`src/rtl/simd_pkg.sv`:
```
// Shared types and the instruction decoder for the SIMD decode queue.
// The queue's push side and its output stage both decode through this package.
package simd_pkg;

    typedef enum logic [3:0] {
        OP_ADD     = 4'd0,
        OP_SUB     = 4'd1,
        OP_MUL     = 4'd2,
        OP_UDIV    = 4'd3,
        OP_FADD    = 4'd4,
        OP_FSUB    = 4'd5,
        OP_LOAD    = 4'd6,
        OP_RET     = 4'd7,
        OP_ADDI    = 4'd8,
        OP_SUBI    = 4'd9,
        OP_ILLEGAL = 4'd15
    } op_e;

    typedef enum logic {
        ST_RUN,
        ST_HALTED
    } state_e;

    localparam logic [10:0] OPC_ADD  = 11'b10001011000;
    localparam logic [10:0] OPC_SUB  = 11'b11001011000;
    localparam logic [10:0] OPC_MUL  = 11'b10011011000;
    localparam logic [10:0] OPC_UDIV = 11'b10011010110;
    localparam logic [10:0] OPC_FP   = 11'b00011110011;
    localparam logic [10:0] OPC_LOAD = 11'b10101010101;
    localparam logic [10:0] OPC_RET  = 11'b11010110010;
    localparam logic [9:0]  OPC_ADDI = 10'b1001000100;
    localparam logic [9:0]  OPC_SUBI = 10'b1101000100;
    localparam logic [5:0]  FUNC_FADD = 6'b001010;
    localparam logic [5:0]  FUNC_FSUB = 6'b001110;

    // Address is kept at its widest (9 bits); the top trims it to ADDR_W.
    typedef struct packed {
        op_e        op;
        logic [4:0] regnum_1;
        logic [4:0] regnum_2;
        logic [4:0] dest_reg;
        logic [5:0] shammt;
        logic [8:0] address;
        logic [11:0] immediate;
    } decoded_t;

    function automatic op_e decode_op(input logic [31:0] instr);
        op_e op;
        if (instr[31:21] == OPC_ADD)                                   op = OP_ADD;
        else if (instr[31:21] == OPC_SUB)                              op = OP_SUB;
        else if (instr[31:21] == OPC_MUL)                              op = OP_MUL;
        else if (instr[31:21] == OPC_UDIV)                             op = OP_UDIV;
        else if (instr[31:21] == OPC_FP && instr[15:10] == FUNC_FADD)  op = OP_FADD;
        else if (instr[31:21] == OPC_FP && instr[15:10] == FUNC_FSUB)  op = OP_FSUB;
        else if (instr[31:21] == OPC_LOAD)                             op = OP_LOAD;
        else if (instr[31:21] == OPC_RET)                              op = OP_RET;
        else if (instr[31:22] == OPC_ADDI)                             op = OP_ADDI;
        else if (instr[31:22] == OPC_SUBI)                             op = OP_SUBI;
        else                                                           op = OP_ILLEGAL;
        return op;
    endfunction

    function automatic decoded_t decode(input logic [31:0] instr);
        decoded_t d;
        d.op        = decode_op(instr);
        d.regnum_1  = instr[9:5];
        d.regnum_2  = instr[20:16];
        d.dest_reg  = instr[4:0];
        d.shammt    = instr[15:10];
        d.address   = instr[20:12];
        d.immediate = (d.op == OP_ADDI || d.op == OP_SUBI) ? instr[21:10] : 12'd0;
        return d;
    endfunction

endpackage

```
`src/rtl/simd_instr_fifo.sv`:
```
// Synchronous FIFO of {lane_mask, instruction}; head is read combinationally
// so an entry pushed in one cycle can be popped the next.
module simd_instr_fifo #(
    parameter int DEPTH = 4,
    parameter int WIDTH = 36
) (
    input  logic             clk,
    input  logic             rst,
    input  logic             push,
    input  logic             pop,
    input  logic [WIDTH-1:0] wr_data,
    output logic [WIDTH-1:0] rd_data,
    output logic             full,
    output logic             empty
);
    localparam int AW = $clog2(DEPTH);

    logic [WIDTH-1:0] mem [DEPTH];
    logic [AW:0]      wr_ptr_reg;
    logic [AW:0]      rd_ptr_reg;

    always_ff @(posedge clk) begin
        if (push) begin
            mem[wr_ptr_reg[AW-1:0]] <= wr_data;
        end
    end

    always_ff @(posedge clk) begin
        if (rst) begin
            wr_ptr_reg <= '0;
            rd_ptr_reg <= '0;
        end else begin
            if (push) wr_ptr_reg <= wr_ptr_reg + 1'b1;
            if (pop)  rd_ptr_reg <= rd_ptr_reg + 1'b1;
        end
    end

    // The extra MSB separates a full ring from an empty one.
    assign empty   = (wr_ptr_reg == rd_ptr_reg);
    assign full    = (wr_ptr_reg[AW] != rd_ptr_reg[AW]) &&
                     (wr_ptr_reg[AW-1:0] == rd_ptr_reg[AW-1:0]);
    assign rd_data = mem[rd_ptr_reg[AW-1:0]];

endmodule

```
`src/rtl/simd_decode_queue.sv`:
```
// Instruction queue with registered decode output, halt-on-RET control and
// decode/illegal counters feeding the SIMD dispatch stage.
module simd_decode_queue
    import simd_pkg::*;
#(
    parameter int FIFO_DEPTH = 4,
    parameter int LANES      = 4,
    parameter int ADDR_W     = 9,
    parameter int CNT_W      = 16
) (
    input  logic              clk,
    input  logic              rst,
    input  logic              in_valid,
    output logic              in_ready,
    input  logic [31:0]       instruction,
    input  logic [LANES-1:0]  in_lane_mask,
    output logic              out_valid,
    input  logic              out_ready,
    output logic [3:0]        type_instruction,
    output logic [4:0]        regnum_1,
    output logic [4:0]        regnum_2,
    output logic [4:0]        dest_reg,
    output logic [5:0]        shammt,
    output logic [ADDR_W-1:0] address,
    output logic [11:0]       immediate,
    output logic [LANES-1:0]  lane_mask,
    output logic              illegal,
    output logic              halted,
    input  logic              resume,
    output logic [CNT_W-1:0]  decoded_count,
    output logic [CNT_W-1:0]  illegal_count
);
    logic [31+LANES:0] head_data;
    logic              fifo_full;
    logic              fifo_empty;
    logic              push;
    logic              load;
    logic              handshake;
    logic              push_is_ret;
    decoded_t          head_dec;

    state_e            state_reg;
    logic              halted_reg;
    logic              out_valid_reg;
    op_e               type_reg;
    logic [4:0]        regnum_1_reg;
    logic [4:0]        regnum_2_reg;
    logic [4:0]        dest_reg_reg;
    logic [5:0]        shammt_reg;
    logic [ADDR_W-1:0] address_reg;
    logic [11:0]       immediate_reg;
    logic [LANES-1:0]  lane_mask_reg;
    logic              illegal_reg;
    logic [CNT_W-1:0]  decoded_count_reg;
    logic [CNT_W-1:0]  illegal_count_reg;

    assign in_ready    = !rst && !fifo_full && (state_reg == ST_RUN);
    assign push        = in_valid && in_ready;
    assign load        = !fifo_empty && (!out_valid_reg || out_ready);
    assign handshake   = out_valid_reg && out_ready;
    assign push_is_ret = (decode_op(instruction) == OP_RET);
    assign head_dec    = decode(head_data[31:0]);

    simd_instr_fifo #(
        .DEPTH (FIFO_DEPTH),
        .WIDTH (32 + LANES)
    ) u_fifo (
        .clk     (clk),
        .rst     (rst),
        .push    (push),
        .pop     (load),
        .wr_data ({in_lane_mask, instruction}),
        .rd_data (head_data),
        .full    (fifo_full),
        .empty   (fifo_empty)
    );

    // A RET halts intake once it is queued; queued work keeps draining.
    always_ff @(posedge clk) begin
        if (rst) begin
            state_reg  <= ST_RUN;
            halted_reg <= 1'b0;
        end else begin
            case (state_reg)
                ST_RUN: begin
                    if (push && push_is_ret) begin
                        state_reg  <= ST_HALTED;
                        halted_reg <= 1'b1;
                    end
                end
                ST_HALTED: begin
                    if (resume) begin
                        state_reg  <= ST_RUN;
                        halted_reg <= 1'b0;
                    end
                end
                default: begin
                    state_reg  <= ST_RUN;
                    halted_reg <= 1'b0;
                end
            endcase
        end
    end

    always_ff @(posedge clk) begin
        if (rst) begin
            out_valid_reg     <= 1'b0;
            type_reg          <= OP_ADD;
            regnum_1_reg      <= '0;
            regnum_2_reg      <= '0;
            dest_reg_reg      <= '0;
            shammt_reg        <= '0;
            address_reg       <= '0;
            immediate_reg     <= '0;
            lane_mask_reg     <= '0;
            illegal_reg       <= 1'b0;
            decoded_count_reg <= '0;
            illegal_count_reg <= '0;
        end else begin
            if (load) begin
                out_valid_reg <= 1'b1;
                type_reg      <= head_dec.op;
                regnum_1_reg  <= head_dec.regnum_1;
                regnum_2_reg  <= head_dec.regnum_2;
                dest_reg_reg  <= head_dec.dest_reg;
                shammt_reg    <= head_dec.shammt;
                address_reg   <= head_dec.address[ADDR_W-1:0];
                immediate_reg <= head_dec.immediate;
                lane_mask_reg <= head_data[31+LANES:32];
                illegal_reg   <= (head_dec.op == OP_ILLEGAL);
            end else if (out_ready) begin
                out_valid_reg <= 1'b0;
            end
            if (handshake) begin
                decoded_count_reg <= decoded_count_reg + 1'b1;
            end
            if (handshake && illegal_reg && (illegal_count_reg != '1)) begin
                illegal_count_reg <= illegal_count_reg + 1'b1;
            end
        end
    end

    assign out_valid        = out_valid_reg;
    assign type_instruction = type_reg;
    assign regnum_1         = regnum_1_reg;
    assign regnum_2         = regnum_2_reg;
    assign dest_reg         = dest_reg_reg;
    assign shammt           = shammt_reg;
    assign address          = address_reg;
    assign immediate        = immediate_reg;
    assign lane_mask        = lane_mask_reg;
    assign illegal          = illegal_reg;
    assign halted           = halted_reg;
    assign decoded_count    = decoded_count_reg;
    assign illegal_count    = illegal_count_reg;

endmodule

```
`config.mk`:
```
export PLATFORM = sky130hd
export DESIGN_NAME = simd_decode_queue
export DESIGN_NICKNAME = d
export VERILOG_FILES = /design/src/rtl/simd_pkg.sv /design/src/rtl/simd_instr_fifo.sv /design/src/rtl/simd_decode_queue.sv
export SDC_FILE = /design/constraint.sdc
export NUM_CORES = 1
export LEC_CHECK = 0
export ABC_AREA = 1
export CORE_MARGIN = 1.5
export CORE_UTILIZATION = 55
export CTS_BUF_LIST = sky130_fd_sc_hd__clkbuf_4
export DETAILED_ROUTE_END_ITERATION = 8
export GPL_ROUTABILITY_DRIVEN = 0
export PLACE_DENSITY = 0.8
export SLEW_MARGIN = 20
export SYNTH_ARGS = -nofsm -noshare
export SYNTH_HDL_FRONTEND = slang
export SYNTH_SLANG_ARGS = --single-unit
export TNS_END_PERCENT = 1
```
`constraint.sdc`:
```
create_clock -name clk -period 4.3 [get_ports clk]
set_input_delay 0.86 -clock clk [delete_from_list [all_inputs] [get_ports clk]]
set_output_delay 0.86 -clock clk [all_outputs]
set_load 0.01 [all_outputs]
```
==> results.md, run 1 <==
- Post-Syn Area: 9650 um^2
- Status: completed
- H-tree Lvls: 2
- Crit Path Class: input port to primary output
- Simple-gate share of the synthesized area: 0.212
- Initial antenna violation count: 0
- Seq/Total Area, Yosys: 0.624
- DRC viols: 0
- Yosys reg bits: 229
- Logic pwr share: 0.321
- Die width: between 100 and 150 um
- Wire per inst: 15.1 um
- Post-synth EDFFs: 144
- Non-filler cells, final: 1,407
- Clock edge transition at the registers on the reported setup and hold paths: about 0.06 ns
- Synth cell types: 35
- Synthesized instance count: 995
- Post-synthesis mux area share: 0
- I/O Pins: ~130
- Grt total ovfl: 0
- Worst reg2reg endpoint: dest_reg[2]
- RSZ-0062 raised after global routing: false
- Worst vdd ir: between 0.0004 and 0.0005 V
- DP Area: 11,000 um^2
- DRT Wirelength: approximately 21,000 um
- Critical-path cell list: clkdlybuf4s50_1, inv_1, nand3_1, inv_1, clkdlybuf4s50_1
- Asr flop ratio synth: 0
- CP top delay family: buffers and inverters
- Synth Area in Compound Gates: 0.0831
- RR Startpoint: u_fifo.wr_ptr_reg[0]
- Port buffer count: roughly 130
- Antenna Violating Nets Remaining: 0
- Starting Density: 0.560
- Top FF cell, synth: edfxtp_1
- Layout cell share with drive strength beyond 1: 0.122
- DR pass1 iterations: 5
- Syn_nets: 1,043
- Total of max-cap violations: 0
- Largest net degree at the start of global routing: between 70 and 80
- Skew final: around 0.028 ns
- Setup TNS Final: 0 ns
- R2r setup slk: 1.70 ns
- Worst-path maximum fanout: 2
- Adder and majority cell fraction of the synthesized area: 0.00907
- P&R area growth vs syn: 21.1%
- Sink Count: approximately 230
- Number of nets in the layout: 1,188
- CTS max path bufs: 3
- DP Cell Count: 1,308
- Die Area: 18,400 um^2
- Max Clock Freq: approximately 0.33 GHz
- Critical Path RT: 3.44 ns
- Antenna Cells: 0
- Crit path depth: 5
- Postcts setup bufs: 0
- Crit path to: in_ready
- Critical Path Max Stage Delay: between 0.5 and 0.6 ns
- PD cells: 551 nW/um^2
- Slew headroom: 0.368
- Final setup violation count: 0
- Cts hold-fix bufs: 0
- Final Slew Violations: 0
- Reg2Reg Depth: 9
- Vias: 7,442
- CP startpoint: rst
- HPWL Detailed: 13,700 um
- Clock Power Share: 0.267
- Crit path time final: 3.06 ns
- Final hold viol count: 0
- Core box area: 17,200 um^2
- Crit path DAT: ~2.2 ns
- Startpoint Class: input port
- Worst Max-Slew Pin Slew: 0.942 ns
- Bufs and invs on worst path: 4
- Root Buffer: clkbuf_4
- Int Power: 0.00415 W
- Post-route cell area: 11,700 um^2
- Synth Area in XOR/XNOR: 0.00817
- CTS Buf Count: 55
- Synth Warn #: 0
- Worst hold path type: register to register
- Pleak: about 4.3 nW
- First-pass GRT wire length: 34,300 um
- Slowest-stage cell, CP: clkdlybuf4s50_1
- Core Rows: 48
- Post-Syn Area per Cell: 9.70 um^2
- Max reg flops: between 100 and 150
- CTS tree: yes
- Vias in the first global route: 6,994
- Period utilization: 0.711
- Sw power: 0.00229 W
- Largest family of logic cells by synthesized area: simple AND/OR/NAND/NOR gates
- All-layer global routing usage: 0.239
- Critical path capture point type: primary output
- Sw Share: 0.355
- DRT iter0 DRCs: 448
- Die Y: approximately 140 um
- Reg power frac: 0.412
- CTS-repair resized insts: 0
- Vias per cell: 5.29
- Worst skew pair latency: about 0.66 ns
## cells in the final DEF (no fill, tap or decap), drive strengths merged
| cell | instances |
|---|---|
| a21oi | 54 |
| nor3b | 7 |
| nand3b | 3 |
| a31oi | 16 |
| nand4 | 9 |
| and3 | 1 |
| inv | 76 |
| clkdlybuf4s50 | 126 |
| nand2 | 235 |
| xor2 | 7 |
| ha | 7 |
| nor3 | 12 |
| o21a | 1 |
| xnor2 | 2 |
| clkbuf | 84 |
| nand3 | 60 |
| edfxtp | 144 |
| buf | 13 |
| dfxtp | 85 |
| o21ai | 74 |
| nor2 | 143 |
| o22ai | 5 |
| nor2b | 1 |
| nor4 | 4 |
| clkinv | 13 |
## kinds of logic after synthesis
| logic type | count (synthesis) |
|---|---|
| AOI/OAI and AO/OA | 150 |
| and+or+nand+nor | 475 |
| xor gates and xnor gates | 9 |
| buffers and inverters | 125 |
| adders and majority gates | 7 |
| DFF | 229 |
## metal layers
layer  global-route usage  part of all wire
met3               0.0498             0.071
met5                    0                 0
met2                0.390              0.48
met4               0.0848             0.016
met1                0.317              0.43
## stage by stage
step | total power (W) | setup slack [ns] | hold slack (ns) | util
2_1_floorplan | 0.00409 | 0.785 | 0.406 | -
4_1_cts | 0.00648 | 1.23 | 0.438 | 0.678
6_report | 0.00644 | 1.24 | 0.437 | 0.678
3_3_place_gp | 0.00471 | 1.15 | 0.421 | 0.638
5_1_grt | 0.00685 | 1.10 | 0.454 | 0.678
3_5_place_dp | 0.00476 | 1.09 | 0.432 | 0.638
## cells in the mapped netlist (3+ instances only)
| master | instances | share of area |
|---|---|---|
| dfxtp_1 | 85 | 0.18 |
| buf_6 | 8 | 0.0093 |
| a31oi_1 | 16 | 0.010 |
| o21ai_0 | 74 | 0.038 |
| ha_1 | 7 | 0.0091 |
| nor2_2 | 7 | 0.0045 |
| xor2_1 | 7 | 0.0064 |
| inv_1 | 69 | 0.027 |
| nand2_1 | 229 | 0.089 |
| nand2_2 | 6 | 0.0039 |
| clkbuf_1 | 15 | 0.0058 |
| nand3b_1 | 3 | 0.0023 |
| buf_2 | 12 | 0.0062 |
| nand3_1 | 52 | 0.027 |
| nor4_1 | 3 | 0.0019 |
| o22ai_1 | 5 | 0.0032 |
| nand3_2 | 8 | 0.0083 |
| nor2_1 | 135 | 0.053 |
| nor3_2 | 3 | 0.0031 |
| nand4_1 | 9 | 0.0058 |
| edfxtp_1 | 144 | 0.45 |
| a21oi_1 | 48 | 0.025 |
| nor3b_1 | 7 | 0.0054 |
| a21oi_2 | 6 | 0.0054 |
| nor3_1 | 9 | 0.0047 |
| buf_4 | 14 | 0.011 |
| inv_2 | 5 | 0.0019 |
## worst min path at each step
stage / startpoint / endpoint / slack [ns] / depth (start not counted)
6_report: state_reg / halted / 0.44 / 1
5_1_grt: state_reg / halted / 0.45 / 1
4_1_cts: state_reg / halted / 0.44 / 1
3_5_place_dp: state_reg / halted / 0.43 / 1
3_3_place_gp: state_reg / halted / 0.42 / 1
2_1_floorplan: state_reg / halted / 0.41 / 1
## final cells by class
cell class	instances	area (um^2)
sequential	229	6030
clock inverter	15	68.8
clock buffer	84	631
tap	225	282
multi-input combinational	641	3050
inverter	74	278
timing repair buffer	139	1360
fill	1413	5540
## power by group through the flow
stage | Combinational [W] | Sequential, W | Clock [W]
3_3_place_gp | 0.00201 | 0.00270 | 0
2_1_floorplan | 0.00136 | 0.00273 | 0
6_report | 0.00207 | 0.00266 | 0.00172
5_1_grt | 0.00231 | 0.00268 | 0.00187
4_1_cts | 0.00206 | 0.00266 | 0.00176
3_5_place_dp | 0.00206 | 0.00270 | 0
(Power assumes the default switching activity.)
==> inputs of run 2 (changes only) <==
==> constraint.sdc (replaced) <==
create_clock -name clk -period 2.97 [get_ports clk]
set_input_delay 0.594 -clock clk [delete_from_list [all_inputs] [get_ports clk]]
set_output_delay 0.594 -clock clk [all_outputs]
set_load 0.01 [all_outputs]
==> results.md, run 2 (synthesis results as in run 1) <==
- DP Cell Count: 1,309 (was 1,308)
- Crit path DAT: 2.17 ns (was 2.20 ns)
- I/O Pins: 127 (unchanged)
- Worst Max-Slew Pin Slew: 0.792 ns (was 0.942 ns)
- Reg power frac: 0.410 (was 0.412)
- Non-filler cells, final: 1,408 (was 1,407)
- R2r setup slk: 0.64 ns (was 1.70 ns)
- Commonest non-fill, non-tap cell in the layout: nand2_1 (unchanged)
- DRT iter0 DRCs: 435 (was 448)
- Final Slew Violations: 0 (unchanged)
- Sw Share: 0.348 (was 0.355)
- Die Y: 135 um (unchanged)
- Period utilization: 0.932
- Crit path time final: 2.77 ns
- Pre-CTS setup slack: 0.381 ns (was 1.09 ns)
- Skew final: 0.0506 ns (was 0.0275 ns)
- CTS-repair resized insts: 0 (unchanged)
- Core box area: 17,200 um^2 (unchanged)
- All-layer global routing usage: 0.230 (was 0.239)
- Pleak: 4.37 nW (was 4.34 nW)
- Clock edge transition at the registers on the reported setup and hold paths: 0.06 ns (about the same)
- Grt total ovfl: 0 (unchanged)
- Largest net degree at the start of global routing: 74 (unchanged)
- CTS tree: yes (unchanged)
- Initial antenna violation count: 0 (unchanged)
- Hold path endpoint: halted (unchanged)
- Vias in the first global route: 6,764 (was 6,994)
- Port buffer count: 126 (unchanged)
- Antenna Violating Nets Remaining: 0 (unchanged)
- Worst reg2reg endpoint: type_instruction[0] (was dest_reg[2])
- DRT Wirelength: 21,000 um (was 21,200 um)
- Starting Density: 0.560 (unchanged)
- RSZ-0062 raised after global routing: false (unchanged)
- CTS max path bufs: 3 (unchanged)
- Most frequent cells in the layout: nand2_1, edfxtp_1, nor2_1 (unchanged)
- HPWL Detailed: 13,700 um (about the same)
- Sink Count: 229 (unchanged)
- Crit Path Class: register to primary output (was input port to primary output)
- Critical Path RT: 2.38 ns (was 3.44 ns)
- Postcts setup bufs: 0 (unchanged)
- Worst-path maximum fanout: 5 (was 2)
- Critical path capture point type: primary output (unchanged)
- Root Buffer: clkbuf_4 (unchanged)
- Int Power: 0.00610 W (was 0.00415 W)
- Core Util, Final: 0.682 (was 0.678)
- Wire per inst: 14.9 um (was 15.1 um)
- Layout cell share with drive strength beyond 1: 0.125 (was 0.122)
- DR pass1 iterations: 5 (unchanged)
- Clock Power Share: 0.272 (was 0.267)
- Final setup violation count: 0 (unchanged)
- DRC viols: 0 (unchanged)
- Core Rows: 48 (unchanged)
- Worst hold path type: register to register (unchanged)
- Vias: 7,338 (was 7,442)
- Hold depth: 1 (unchanged)
- Total of max-cap violations: 0 (unchanged)
- H-tree Lvls: 2 (unchanged)
- Die Area: 18,400 um^2 (unchanged)
- Logic pwr share: 0.318 (was 0.321)
- Die width: 135 um (unchanged)
- PD cells: 795 nW/um^2 (was 551 nW/um^2)
- Reg2Reg Depth: 12 (was 9)
- CTS Buf Count: 55 (unchanged)
- P&R area growth vs syn: 21.8% (was 21.1%)
- Worst skew pair latency: 0.69 ns (was 0.66 ns)
- Cts hold-fix bufs: 0 (unchanged)
- Sw power: 0.00325 W (was 0.00229 W)
- Max Clock Freq: ~0.36 GHz
- Worst vdd ir: 0.000434 V (was 0.000409 V)
- Fillers: 1,299 (was 1,413)
- Setup TNS Final: 0 ns (unchanged)
- Antenna Cells: 0 (unchanged)
- Slew headroom: 0.471 (was 0.368)
- Final hold viol count: 0 (unchanged)
- Number of nets in the layout: 1,189 (was 1,188)
- Startpoint Class: register (was input port)
- Setup WS post-layout: 0.202 ns (was 1.24 ns)
- Min-delay src: state_reg (unchanged)
- First-pass GRT wire length: 33,000 um (was 34,300 um)
- Vias per cell: 5.21 (was 5.29)
- Max reg flops: 144 (unchanged)
- Status: completed (unchanged)
run 2: how the worst max path moves through the flow:
stage                              start              endpoint  slack [ns]
finish              u_fifo.wr_ptr_reg[0]              in_ready        0.20
detailed placement                   rst     u_fifo.mem[1][10]        0.38
global placement                     rst  u_fifo.wr_ptr_reg[2]        0.38
CTS                 u_fifo.wr_ptr_reg[0]              in_ready        0.17
global route        u_fifo.wr_ptr_reg[0]              in_ready        0.08
floorplan                            rst      u_fifo.mem[0][0]       -0.23
run 2: layout make-up:
class                   count  area, um^2  share of cell area
clock buffers              90         676              0.0575
clock inverters             9        42.5             0.00362
inverters                  74         278              0.0236
multi-input cells         641        3050               0.259
flip-flops and latches    229        6030               0.513
well taps                 225         282              0.0239
repair buffers            140        1400               0.119
run 2: worst max-delay path, stage by stage, from the launching register on:
cell	delay, ns
dfxtp_1	0.35
inv_1	0.17
nand2_1	0.08
a21oi_1	0.18
nand2_1	0.08
nand3_1	0.10
inv_1	0.06
clkdlybuf4s50_1	0.50
run 2: power groups by stage:
stage	combinational, W	sequential, W	clock, W
global placement	0.00290	0.00389	0
CTS	0.00297	0.00384	0.00260
finish	0.00297	0.00384	0.00254
global route	0.00331	0.00387	0.00274
detailed placement	0.00296	0.00390	0
floorplan	0.00197	0.00396	0
run 2: metrics by stage:
step           power (W)  hold slack [ns]  area, um^2
6_report         0.00935            0.431       11800
5_1_grt          0.00991            0.455       11800
4_1_cts          0.00941            0.432       11800
3_5_place_dp     0.00686            0.425       11000
3_3_place_gp     0.00680            0.415       11000
2_1_floorplan    0.00593            0.406        9650
run 2: layer usage:
| layer | global-route usage | up-vias | wire length, um |
|---|---|---|---|
| met1 | 0.312 | 3352 | 9460 |
| met2 | 0.375 | 286 | 9740 |
| met3 | 0.0408 | 30 | 1450 |
| li1 | - | 3670 | - |
| met4 | 0.0806 | 0 | 349 |
| met5 | 0 | - | 0 |
==> inputs of run 3 (changes only) <==
--- a/config.mk
+++ b/config.mk
@@ -11,7 +11,7 @@
 export CTS_BUF_LIST = sky130_fd_sc_hd__clkbuf_4
 export DETAILED_ROUTE_END_ITERATION = 8
 export GPL_ROUTABILITY_DRIVEN = 0
-export PLACE_DENSITY = 0.8
+export PLACE_DENSITY = 0.82
 export SLEW_MARGIN = 20
 export SYNTH_ARGS = -nofsm -noshare
 export SYNTH_HDL_FRONTEND = slang
==> results.md, run 3 (synthesis results as in run 1) <==
- Status: completed (unchanged)
- DP Cell Count: 1,314 (was 1,309)
- Hold depth: 1 (unchanged)
- Core box area: 17,200 um^2 (unchanged)
- Final hold viol count: 0 (unchanged)
- First-pass GRT wire length: 33,700 um (was 33,000 um)
- Setup TNS Final: 0 ns (unchanged)
- Slew headroom: 0.465 (was 0.471)
- Pleak: 4.36 nW (was 4.37 nW)
- Die Y: 135 um (unchanged)
- Max reg flops: 144 (unchanged)
- Crit path DAT: 2.14 ns (was 2.17 ns)
- Wire per inst: 15.1 um (was 14.9 um)
- Max Clock Freq: 0.366 GHz (was 0.361 GHz)
- Hold path endpoint: halted (unchanged)
- Commonest non-fill, non-tap cell in the layout: nand2_1 (unchanged)
- Min-delay src: state_reg (unchanged)
- Non-filler cells, final: 1,411 (was 1,408)
- R2r setup slk: 0.60 ns (was 0.64 ns)
- HPWL Detailed: 14,000 um (was 13,700 um)
- Crit Path Class: register to primary output (unchanged)
- Number of nets in the layout: 1,193 (was 1,189)
- DP Area: 11,100 um^2 (was 11,000 um^2)
- DRC viols: 0 (unchanged)
- I/O Pins: 127 (unchanged)
- Layout cell share with drive strength beyond 1: 0.119 (was 0.125)
- CTS tree: yes (unchanged)
- Tot Pwr: 0.00928 W (was 0.00935 W)
- Sink Count: 229 (unchanged)
- Critical Path RT: 2.38 ns (about the same)
- DR pass1 iterations: 5 (unchanged)
- Vias per cell: 5.32 (was 5.21)
- Worst reg2reg endpoint: immediate[11] (was type_instruction[0])
- Worst hold path type: register to register (unchanged)
- Grt total ovfl: 0 (unchanged)
- Largest net degree at the start of global routing: 74 (unchanged)
- Port buffer count: 126 (unchanged)
- DRT Wirelength: 21,300 um (was 21,000 um)
- CTS-repair resized insts: 0 (unchanged)
- Worst-path maximum fanout: 4 (was 5)
- Antenna Violating Nets Remaining: 0 (unchanged)
- Postcts setup bufs: 0 (unchanged)
- Initial antenna violation count: 0 (unchanged)
- Vias: 7,503 (was 7,338)
- Worst Max-Slew Pin Slew: 0.803 ns (was 0.792 ns)
- Vias in the first global route: 7,015 (was 6,764)
- Core Rows: 48 (unchanged)
- Crit path time final: 2.73 ns (was 2.77 ns)
- PD cells: 791 nW/um^2 (was 795 nW/um^2)
- Final setup violation count: 0 (unchanged)
- Root Buffer: clkbuf_4 (unchanged)
- P&R area growth vs syn: 21.7% (was 21.8%)
- DRT iter0 DRCs: 536 (was 435)
- Cts hold-fix bufs: 0 (unchanged)
- Period utilization: 0.920 (was 0.932)
- Worst vdd ir: 0.000485 V (was 0.000434 V)
- Clock edge transition at the registers on the reported setup and hold paths: 0.06 ns (about the same)
- Reg2Reg Depth: 11 (was 12)
- Antenna Cells: 0 (unchanged)
- Total of max-cap violations: 0 (unchanged)
- Startpoint Class: register (unchanged)
- All-layer global routing usage: 0.234 (was 0.230)
- Critical path capture point type: primary output (unchanged)
- CTS max path bufs: 3 (unchanged)
- H-tree Lvls: 2 (unchanged)
- Worst skew pair latency: 0.67 ns (was 0.69 ns)
- Die width: 135 um (unchanged)
- Most frequent cells in the layout: nand2_1, edfxtp_1, nor2_1 (unchanged)
- Starting Density: 0.560 (unchanged)
- RSZ-0062 raised after global routing: false (unchanged)
- Skew final: 0.0472 ns (was 0.0506 ns)
- Final Slew Violations: 0 (unchanged)
- Die Area: 18,400 um^2 (unchanged)
- CTS Buf Count: 54 (was 55)
- Post-route cell area: 11,700 um^2 (was 11,800 um^2)
[run 3: critical path, stage by stage, from the launching register on]
cell and delay, ns:
dfxtp_1 0.44, xor2_1 0.19, a21oi_1 0.08, nand2_1 0.06, nand3_1 0.08, inv_1 0.08, clkdlybuf4s50_1 0.58
[run 3: layout make-up]
| type | instances | area (um^2) |
|---|---|---|
| multi-input combinational | 641 | 3050 |
| sequential | 229 | 6030 |
| fill | 1310 | 5490 |
| timing repair buffer | 145 | 1440 |
| clock buffer | 78 | 586 |
| clock inverter | 19 | 81.3 |
| inverter | 74 | 278 |
| tap | 225 | 282 |
[run 3: worst max path at each step]
stage	slack, ns	start	to
6_report	0.24	u_fifo.wr_ptr_reg[1]	in_ready
5_1_grt	0.09	u_fifo.wr_ptr_reg[0]	in_ready
4_1_cts	0.19	u_fifo.wr_ptr_reg[1]	in_ready
3_5_place_dp	0.38	rst	u_fifo.mem[3][27]
3_3_place_gp	0.40	rst	u_fifo.mem[1][22]
2_1_floorplan	-0.23	rst	u_fifo.mem[0][0]
[run 3: where the power goes]
group / switching (W) / internal [W]
logic: 0.00193 / 0.00111
registers: 0.000188 / 0.00366
clock network: 0.00119 / 0.00121
[run 3: metal layers]
metal  vias to the layer above  global-route usage  part of all wire
met5                         -                   0                 0
met4                         0              0.0908             0.017
met3                        34              0.0475             0.073
met2                       284               0.385              0.48
met1                      3514               0.307              0.43
li1                       3671                   -                 -
[run 3: per-stage QoR]
stage / hold slack (ns) / setup WS (ns) / util
after floorplan: 0.406 / -0.231 / -
after global placement: 0.420 / 0.395 / 0.643
after detailed placement: 0.429 / 0.382 / 0.643
after CTS: 0.414 / 0.189 / 0.681
after global routing: 0.440 / 0.0884 / 0.681
final: 0.413 / 0.239 / 0.681
